$ cat config.mk
export PLATFORM = sky130hd
export DESIGN_NAME = mmio_uart_tx
export DESIGN_NICKNAME = d
export VERILOG_FILES = /design/src/rtl/uart_pkg.sv /design/src/rtl/sync_fifo.sv /design/src/rtl/mmio_uart_tx.sv
export SDC_FILE = /design/constraint.sdc
export NUM_CORES = 1
export LEC_CHECK = 0
export CORE_AREA = 2 2 74 76
export CTS_BUF_LIST = sky130_fd_sc_hd__clkbuf_16
export CTS_CLUSTER_SIZE = 30
export DETAILED_ROUTE_END_ITERATION = 16
export DIE_AREA = 0 0 76 78
export DONT_BUFFER_PORTS = 1
export GPL_TIMING_DRIVEN = 1
export PLACE_DENSITY_LB_ADDON = 0.3
export SYNTH_ARGS = -nofsm -noshare
export SYNTH_HDL_FRONTEND = slang
export SYNTH_SLANG_ARGS = --single-unit
$ cat constraint.sdc
create_clock -name clk -period 6.3 [get_ports clk]
set_input_delay 0.63 -clock clk [delete_from_list [all_inputs] [get_ports clk]]
set_output_delay 0.63 -clock clk [all_outputs]
set_load 0.02 [all_outputs]
$ cat src/rtl/uart_pkg.sv
// Shared definitions for the memory-mapped UART transmitter: register
// offsets, STATUS bit positions, FSM state encoding and default baud divisor.
// Optional build macro: UART_TX_PARITY_EN (adds an even-parity bit, 8E1).
package uart_pkg;

  localparam logic [2:0] TXDATA_OFF = 3'h0;
  localparam logic [2:0] STATUS_OFF = 3'h4;

  localparam int ST_BUSY    = 0;
  localparam int ST_FULL    = 1;
  localparam int ST_EMPTY   = 2;
  localparam int ST_OVF     = 3;
  localparam int ST_CNT_LSB = 4;

  // 6 MHz clk / 115200 baud
  localparam int DEFAULT_CLKS_PER_BIT = 52;

`ifdef UART_TX_PARITY_EN
  typedef enum logic [2:0] {S_IDLE, S_START, S_DATA, S_PARITY, S_STOP} tx_state_t;
`else
  typedef enum logic [1:0] {S_IDLE, S_START, S_DATA, S_STOP} tx_state_t;
`endif

  function automatic logic [31:0] pack_status(input logic busy, input logic full,
                                              input logic empty, input logic ovf,
                                              input logic [3:0] cnt);
    logic [31:0] s;
    s                   = '0;
    s[ST_BUSY]          = busy;
    s[ST_FULL]          = full;
    s[ST_EMPTY]         = empty;
    s[ST_OVF]           = ovf;
    s[ST_CNT_LSB +: 4]  = cnt;
    return s;
  endfunction

endpackage

$ cat src/rtl/sync_fifo.sv
// Small circular FIFO; pointers wrap naturally because DEPTH is a power of two.
// Push while full and pop while empty are ignored.
module sync_fifo #(
  parameter int W     = 8,
  parameter int DEPTH = 4,
  parameter int AW    = $clog2(DEPTH),
  parameter int CW    = AW + 1
) (
  input  logic          clk,
  input  logic          reset,
  input  logic          push,
  input  logic [W-1:0]  din,
  input  logic          pop,
  output logic [W-1:0]  dout,
  output logic          full,
  output logic          empty,
  output logic [CW-1:0] count
);

  logic [DEPTH-1:0][W-1:0] mem;
  logic [AW-1:0]           wr_ptr, rd_ptr;
  logic                    do_push, do_pop;

  assign full    = (count == CW'(DEPTH));
  assign empty   = (count == '0);
  assign do_push = push && !full;
  assign do_pop  = pop && !empty;
  assign dout    = mem[rd_ptr];

  // storage needs no reset; only entries below count are ever observed
  always_ff @(posedge clk) begin
    if (do_push) mem[wr_ptr] <= din;
  end

  // pointer and occupancy bookkeeping; push+pop together leaves count alone
  always_ff @(posedge clk or posedge reset) begin
    if (reset) begin
      wr_ptr <= '0;
      rd_ptr <= '0;
      count  <= '0;
    end else begin
      if (do_push) wr_ptr <= wr_ptr + 1'b1;
      if (do_pop)  rd_ptr <= rd_ptr + 1'b1;
      case ({do_push, do_pop})
        2'b10:   count <= count + 1'b1;
        2'b01:   count <= count - 1'b1;
        default: count <= count;
      endcase
    end
  end

endmodule

$ cat src/rtl/mmio_uart_tx.sv
// Memory-mapped UART transmitter. TXDATA (offset 0) queues a byte, STATUS
// (offset 4) reports busy/full/empty/overflow/count. Serialises LSB first.
// Optional build macro: UART_TX_PARITY_EN (8E1 frame instead of 8N1).
module mmio_uart_tx
  import uart_pkg::*;
#(
  parameter logic [31:0] BASE_ADDR    = 32'h0000_2000,
  parameter int          CLKS_PER_BIT = DEFAULT_CLKS_PER_BIT,
  parameter int          FIFO_DEPTH   = 4
) (
  input  logic        clk,
  input  logic        reset,
  input  logic [31:0] addr,
  input  logic [31:0] write_data,
  input  logic        memwrite,
  input  logic        memread,
  output logic [31:0] read_data,
  output logic        uart_tx
);

  localparam int CW = $clog2(FIFO_DEPTH) + 1;
  localparam int BW = $clog2(CLKS_PER_BIT);

  tx_state_t     state;
  logic [BW-1:0] baud;
  logic [2:0]    bit_idx;
  logic [7:0]    shreg;
  logic          ovf;

  logic          hit, push, pop, clr_ovf, baud_last;
  logic [2:0]    off;
  logic [7:0]    head;
  logic          full, empty;
  logic [CW-1:0] count;

  // bus decode; byte lanes addr[1:0] are don't-care
  assign hit       = (addr[31:3] == BASE_ADDR[31:3]);
  assign off       = {addr[2], 2'b00};
  assign push      = memwrite && hit && (off == TXDATA_OFF);
  assign clr_ovf   = memwrite && hit && (off == STATUS_OFF) && write_data[ST_OVF];
  assign pop       = (state == S_IDLE) && !empty;
  assign baud_last = (baud == BW'(CLKS_PER_BIT - 1));

  // zero unless STATUS is read, so it can be OR-ed onto the shared load bus
  assign read_data = (memread && hit && (off == STATUS_OFF))
                   ? pack_status(state != S_IDLE, full, empty, ovf, 4'(count))
                   : 32'h0;

  logic unused_bits;
  assign unused_bits = ^{write_data[31:8], addr[1:0]};

  sync_fifo #(.W(8), .DEPTH(FIFO_DEPTH)) u_fifo (
    .clk   (clk),
    .reset (reset),
    .push  (push),
    .din   (write_data[7:0]),
    .pop   (pop),
    .dout  (head),
    .full  (full),
    .empty (empty),
    .count (count)
  );

  // sticky overflow: a push seen while full is lost even if a pop coincides
  always_ff @(posedge clk or posedge reset) begin
    if (reset)               ovf <= 1'b0;
    else if (push && full)   ovf <= 1'b1;
    else if (clr_ovf)        ovf <= 1'b0;
  end

  // shifter FSM; uart_tx is registered from the current state, so the line
  // trails the state by one clock and stays glitch-free
  always_ff @(posedge clk or posedge reset) begin
    if (reset) begin
      state   <= S_IDLE;
      baud    <= '0;
      bit_idx <= '0;
      shreg   <= '0;
      uart_tx <= 1'b1;
    end else begin
      case (state)
        S_IDLE: begin
          uart_tx <= 1'b1;
          baud    <= '0;
          bit_idx <= '0;
          if (!empty) begin
            shreg <= head;
            state <= S_START;
          end
        end
        S_START: begin
          uart_tx <= 1'b0;
          if (baud_last) begin
            baud  <= '0;
            state <= S_DATA;
          end else baud <= baud + 1'b1;
        end
        S_DATA: begin
          uart_tx <= shreg[bit_idx];
          if (baud_last) begin
            baud    <= '0;
            bit_idx <= bit_idx + 1'b1;
`ifdef UART_TX_PARITY_EN
            if (bit_idx == 3'd7) state <= S_PARITY;
`else
            if (bit_idx == 3'd7) state <= S_STOP;
`endif
          end else baud <= baud + 1'b1;
        end
`ifdef UART_TX_PARITY_EN
        S_PARITY: begin
          uart_tx <= ^shreg;
          if (baud_last) begin
            baud  <= '0;
            state <= S_STOP;
          end else baud <= baud + 1'b1;
        end
`endif
        S_STOP: begin
          uart_tx <= 1'b1;
          if (baud_last) begin
            baud  <= '0;
            state <= S_IDLE;
          end else baud <= baud + 1'b1;
        end
        default: begin
          uart_tx <= 1'b1;
          baud    <= '0;
          state   <= S_IDLE;
        end
      endcase
    end
  end

endmodule
==> results of run 1 <==
[final timing paths]
check                      slack [ns]                            to                  from  depth (start not counted)
min in group asynchronous        0.46  u_fifo.wr_ptr[1]$_DFFE_PP0P_                 reset                          1
setup reg to reg                 3.87   u_fifo.count[2]$_DFFE_PP0P_  state[1]$_DFFE_PP0P_                         10
setup / recovery                 3.56                  read_data[5]              addr[17]                          3
max in group asynchronous        5.22        bit_idx[1]$_DFFE_PP0P_                 reset                          1
hold / removal                   0.40               ovf$_DFFE_PP0P_               addr[2]                          1
hold reg to reg                  0.46             baud[0]$_DFF_PP0_     baud[0]$_DFF_PP0_                          1
[per-stage QoR]
stage / setup slack, ns / power [mW]
after floorplan: 3.74 / 0.545
after global placement: 3.61 / 0.541
after detailed placement: 3.59 / 0.547
after CTS: 3.58 / 1.05
after global routing: 3.39 / 1.08
final: 3.56 / 1.04
[cell type report]
class,count,area (um2)
Fill cell,355,1730
Clock buffer,9,225
Sequential cell,60,1660
Tap cell,70,87.6
Clock inverter,7,85.1
Multi-Input combinational cell,139,1200
Inverter,14,52.6
[cells in the mapped netlist, types with 2 or more instances]
library cell,count
edfxtp_1,32
dfrtp_1,27
buf_4,25
inv_1,13
ha_1,12
mux4_2,10
nor2_1,10
mux2_2,9
xnor2_1,8
and2_1,7
nand2_1,7
nor4_1,7
nor3_1,5
nand3_1,4
nor4_4,4
xor2_1,3
a21oi_1,2
and3_1,2
clkbuf_1,2
mux2i_1,2
nor3b_1,2
o21ai_0,2
or2_2,2
[power groups by stage]
stage / clock, mW / sequential [mW] / combinational (mW)
finish: 0.500 / 0.469 / 0.0703
global route: 0.527 / 0.473 / 0.0789
CTS: 0.509 / 0.469 / 0.0716
detailed placement: 0 / 0.476 / 0.0710
global placement: 0 / 0.473 / 0.0680
floorplan: 0 / 0.469 / 0.0761
[kinds of logic after synthesis]
group,synth area share
fa+ha+maj,0.0563
simple gates,0.130
buf+inv,0.0836
mux,0.120
other cells,0.00124
flops,0.550
compound gates,0.0277
xor+xnor,0.0319
[per-layer routing]
layer / vias to the layer above / global-route usage / share of wire
li1: 755 / - / -
met1: 802 / 0.217 / 0.41
met2: 38 / 0.283 / 0.53
met3: 4 / 0.0744 / 0.052
met4: 0 / 0.0564 / 0.0060
met5: - / 0 / 0
[sequential cells by signal, summed over array words and instances (netlist names), 2 cells and up]
register,flops
u_fifo.rd_ptr,2
state,2
u_fifo.count,3
bit_idx,3
baud,6
shreg,8
u_fifo.wr_ptr,2
u_fifo.mem,32
==> metrics, run 1 <==
Reg clk slew, reported paths 0.05 ns; async set-or-reset flop fraction in the synthesized netlist 0.467; GRT Total Usage 0.176; ranking of synthesized cells by area edfxtp_1 32%, dfrtp_1 22%, mux4_2 7.5%, buf_4 6.2%, ha_1 5.0%; Hold Buf Count CTS 0; CTS max path bufs 2; largest net degree at the start of global routing 29; required time worst endpoint 5.67 ns; Synth Warn # 0; placed inst area 3000 um2; main flop type after synthesis edfxtp_1; Netlist cell types 43; H-tree depth 3; Vias per Instance 5.35; CP endpoint kind primary output; post-synthesis sequential area ratio 0.550; sequential share of power 0.451; slowest stage delay, CP 0.87 ns; Tightest Pin Transition 1.04 ns; Max FO, Critical Path 8; min cycle time layout 2.74 ns; Avg WL per Cell 16.1 um; Arr. time, crit path 2.11 ns; flops & latches, synth 60; dpl cells 283; DR pass1 iterations 4; total negative slack 0 ns; count of final hold-check violations 0; total CTS buffers 9; first-pass GRT wire length 7850 um; outcome completed; min-delay worst type in -> reg; row cnt 26; clk root buf clkbuf_16; Worst path top cell family by delay simple AND/OR/NAND/NOR gates; P per Cell Area 314 nW/um2; Slowest cell on crit path nor4_1; Final Instance Count excl. Fillers 299; antenna violations before repair 0; Slew Viols, Final 0; slew margin rel. 0.306; Area Overhead vs Synth 9.52%; Clock Latency Late Sink 0.32 ns; die area 5930 um2; most frequent cells in the layout 32 x edfxtp_1, 27 x dfrtp_1, 25 x conb_1, 15 x inv_1, 12 x ha_1; EDFF count, synth 32; Switch Pwr 0.211 mW; Final #Nets 305; crit-path cells nor4_1 > nand4_2 > nor4_1; CTS tree built; FMAX 365 MHz; hold_ws 0.396 ns; Via Count 1599; final setup violation count 0; Internal 0.828 mW; Comb power frac 0.068; area share of the largest cell type after synthesis 0.318; Core ar. 5040 um2; post-route DRC violation count 0; clock power share 0.481; clock sinks 60; PostCTS Resize Cnt 0; number of port buffers 0; Util after Layout 0.657; vias in the first global route 1623; Crit path buffers/inverters 0; drt first-iter violations 77; RSZ-0062 raised after global routing false; Final Skew 0.00553 ns; setup bufs post-CTS 0; number of I/O pins 101; cell taking the most area after synthesis edfxtp_1; Pleak 1.31 nW; Post-DRT Antenna Nets 0; layout cell share with drive strength beyond 1 0.197; cell mode on critical path nor4_1; final WL 4800 um; fin crit share 0.435; Initial Util 0.600; CP Launch Type input pin; Die X-Extent 76 um; gpl congestion 0.765; Die H 78 um; VDD IR-drop max 0.000214 V; commonest non-fill, non-tap cell in the layout edfxtp_1; Setup CP Type in -> out; final instance area 3310 um2; Detailed Place HPWL 3350 um; synthesized netlist cell count 217; Post-Syn Area 3020 um2; Sw Ratio 0.203; Synth Area per Inst 13.9 um2; max cap viols 0; total gr overflow 0; Ant. Diodes 0
Note: power is estimated with default switching activity, not from simulation.
==> inputs of run 2 (changes only) <==
Settings changed: CORE_AREA 2 2 74 76 to 2 2 76 78, DIE_AREA 0 0 76 78 to 0 0 78 80.
Clock period 6.3 ns to 2.5 ns, I/O delays scaled along.
==> metrics, run 2 (synthesis results as in run 1) <==
worst setup margin 0.356 ns; Max FO, Critical Path 4; Worst R2R End u_fifo.count[2]$_DFFE_PP0P_; Arr. time, crit path 2.36 ns; Reg clk slew, reported paths 0.05 ns; Detailed Place HPWL 3270 um; total gr overflow 0; count of final hold-check violations 0; final instance area 3420 um2; layout cell share with drive strength beyond 1 0.230; largest registers u_fifo.mem (32), shreg (8), baud (6); total CTS buffers 9; first-pass GRT wire length 7690 um; row cnt 27; Vias per Instance 5.22; number of port buffers 0; Reg with most FFs u_fifo.mem; outcome completed; min-delay worst type in -> reg; min cycle time layout 2.14 ns; required time worst endpoint 2.71 ns; hold_ws 0.00813 ns; CTS tree built; max reg flops 32; RSZ-0062 raised after global routing false; CP Launch Type flip-flop; Setup CP Type reg -> reg; Tightest Pin Transition 0.584 ns; Area Overhead vs Synth 13.2%; Via Count 1644; CP endpoint kind flip-flop; slew margin rel. 0.611; max cap viols 0; Clock Latency Late Sink 0.33 ns; Avg WL per Cell 14.9 um; Die H 80 um; Critical R2R Launch u_fifo.count[2]$_DFFE_PP0P_; PostCTS Resize Cnt 0; Initial Util 0.559; die area 6240 um2; FF-to-FF path depth 10; Final #Nets 319; gpl congestion 0.810; vias in the first global route 1601; fin crit share 0.858; reg2reg setup slack 0.36 ns; Util after Layout 0.633; P per Cell Area 755 nW/um2; H-tree depth 3; final setup violation count 0; number of I/O pins 101; commonest non-fill, non-tap cell in the layout edfxtp_1; total negative slack 0 ns; antenna violations before repair 0; Pleak 1.38 nW; Die X-Extent 78 um; drt first-iter violations 49; final WL 4700 um; Final Skew 0.00502 ns; crit path launch u_fifo.count[2]$_DFFE_PP0P_; Placement Setup Slack 0.349 ns; crit path to u_fifo.count[2]$_DFFE_PP0P_; most frequent cells in the layout 32 x edfxtp_1, 27 x dfrtp_1, 25 x conb_1, 13 x inv_1, 12 x ha_1; CTS max path bufs 2; clk root buf clkbuf_16; largest net degree at the start of global routing 29; DR pass1 iterations 4; placed inst area 3070 um2; GRT Total Usage 0.169; Post-DRT Antenna Nets 0; post-route DRC violation count 0; Core ar. 5410 um2; VDD IR-drop max 0.000668 V; clock sinks 60; FMAX 466 MHz; Ant. Diodes 0; Slew Viols, Final 0
[run 2: cell types whose count changed in the layout (fill, tap and decap cells not counted)]
| cell | before | now |
|---|---|---|
| buf_4 | 0 | 9 |
| dlygate4sd3_1 | 0 | 5 |
| clkinv_4 | 0 | 3 |
| inv_1 | 15 | 13 |
| bufinv_16 | 2 | 1 |
| clkinvlp_4 | 1 | 0 |
| inv_6 | 0 | 1 |
[run 2: worst min-delay path by stage]
stage / startpoint / endpoint / depth (start not counted)
after CTS: addr[2] / ovf$_DFFE_PP0P_ / 1
after detailed placement: reset / baud[1]$_DFF_PP0_ / 2
final: addr[2] / ovf$_DFFE_PP0P_ / 1
after global routing: write_data[6] / u_fifo.mem[30]$_DFFE_PP_ / 0
after global placement: reset / u_fifo.count[2]$_DFFE_PP0P_ / 2
after floorplan: reset / baud[0]$_DFF_PP0_ / 1
[run 2: worst max-delay path, cell delays in order (launching register included)]
cell and delay, ns:
dfrtp_1 0.41, nor3b_1 0.17, or2_2 0.30, nor4_4 0.28, inv_1 0.07, ha_1 0.20
inv_1 0.07, fa_1 0.17, xor2_1 0.15, nor2_1 0.07, xor2_1 0.14
[run 2: where the power goes]
part | switching (mW) | internal, mW | leakage [nW] | total, mW
registers | 0.0460 | 1.13 | 0.626 | 1.18
logic | 0.0831 | 0.100 | 0.600 | 0.183
clock network | 0.448 | 0.774 | 0.150 | 1.22
total | 0.577 | 2.01 | 1.38 | 2.58
[run 2: routing by layer]
layer	wire length, um	GRT usage	vias to the layer above
met1	2020	0.216	807
met4	87	0.0842	0
met5	0	0	-
li1	-	-	786
met3	256	0.0735	8
met2	2340	0.246	43
[run 2: layout make-up]
cell class	count	area (um2)
Fill cell	407	1980
Sequential cell	60	1660
Tap cell	72	90.1
Clock inverter	7	75.1
Inverter	14	52.6
Timing Repair Buffer	14	118
Multi-Input combinational cell	139	1200
Clock buffer	9	225
[run 2: timing repair]
item | CTS | global route
hold endpoints to repair | 27 | 14
buffers inserted | 0 | 0
hold buffers | 1 | 4
[run 2: through the flow]
step	power, mW	cells
3_3_place_gp	1.37	294
4_1_cts	2.60	311
6_report	2.58	315
3_5_place_dp	1.38	294
2_1_floorplan	1.37	241
5_1_grt	2.69	315
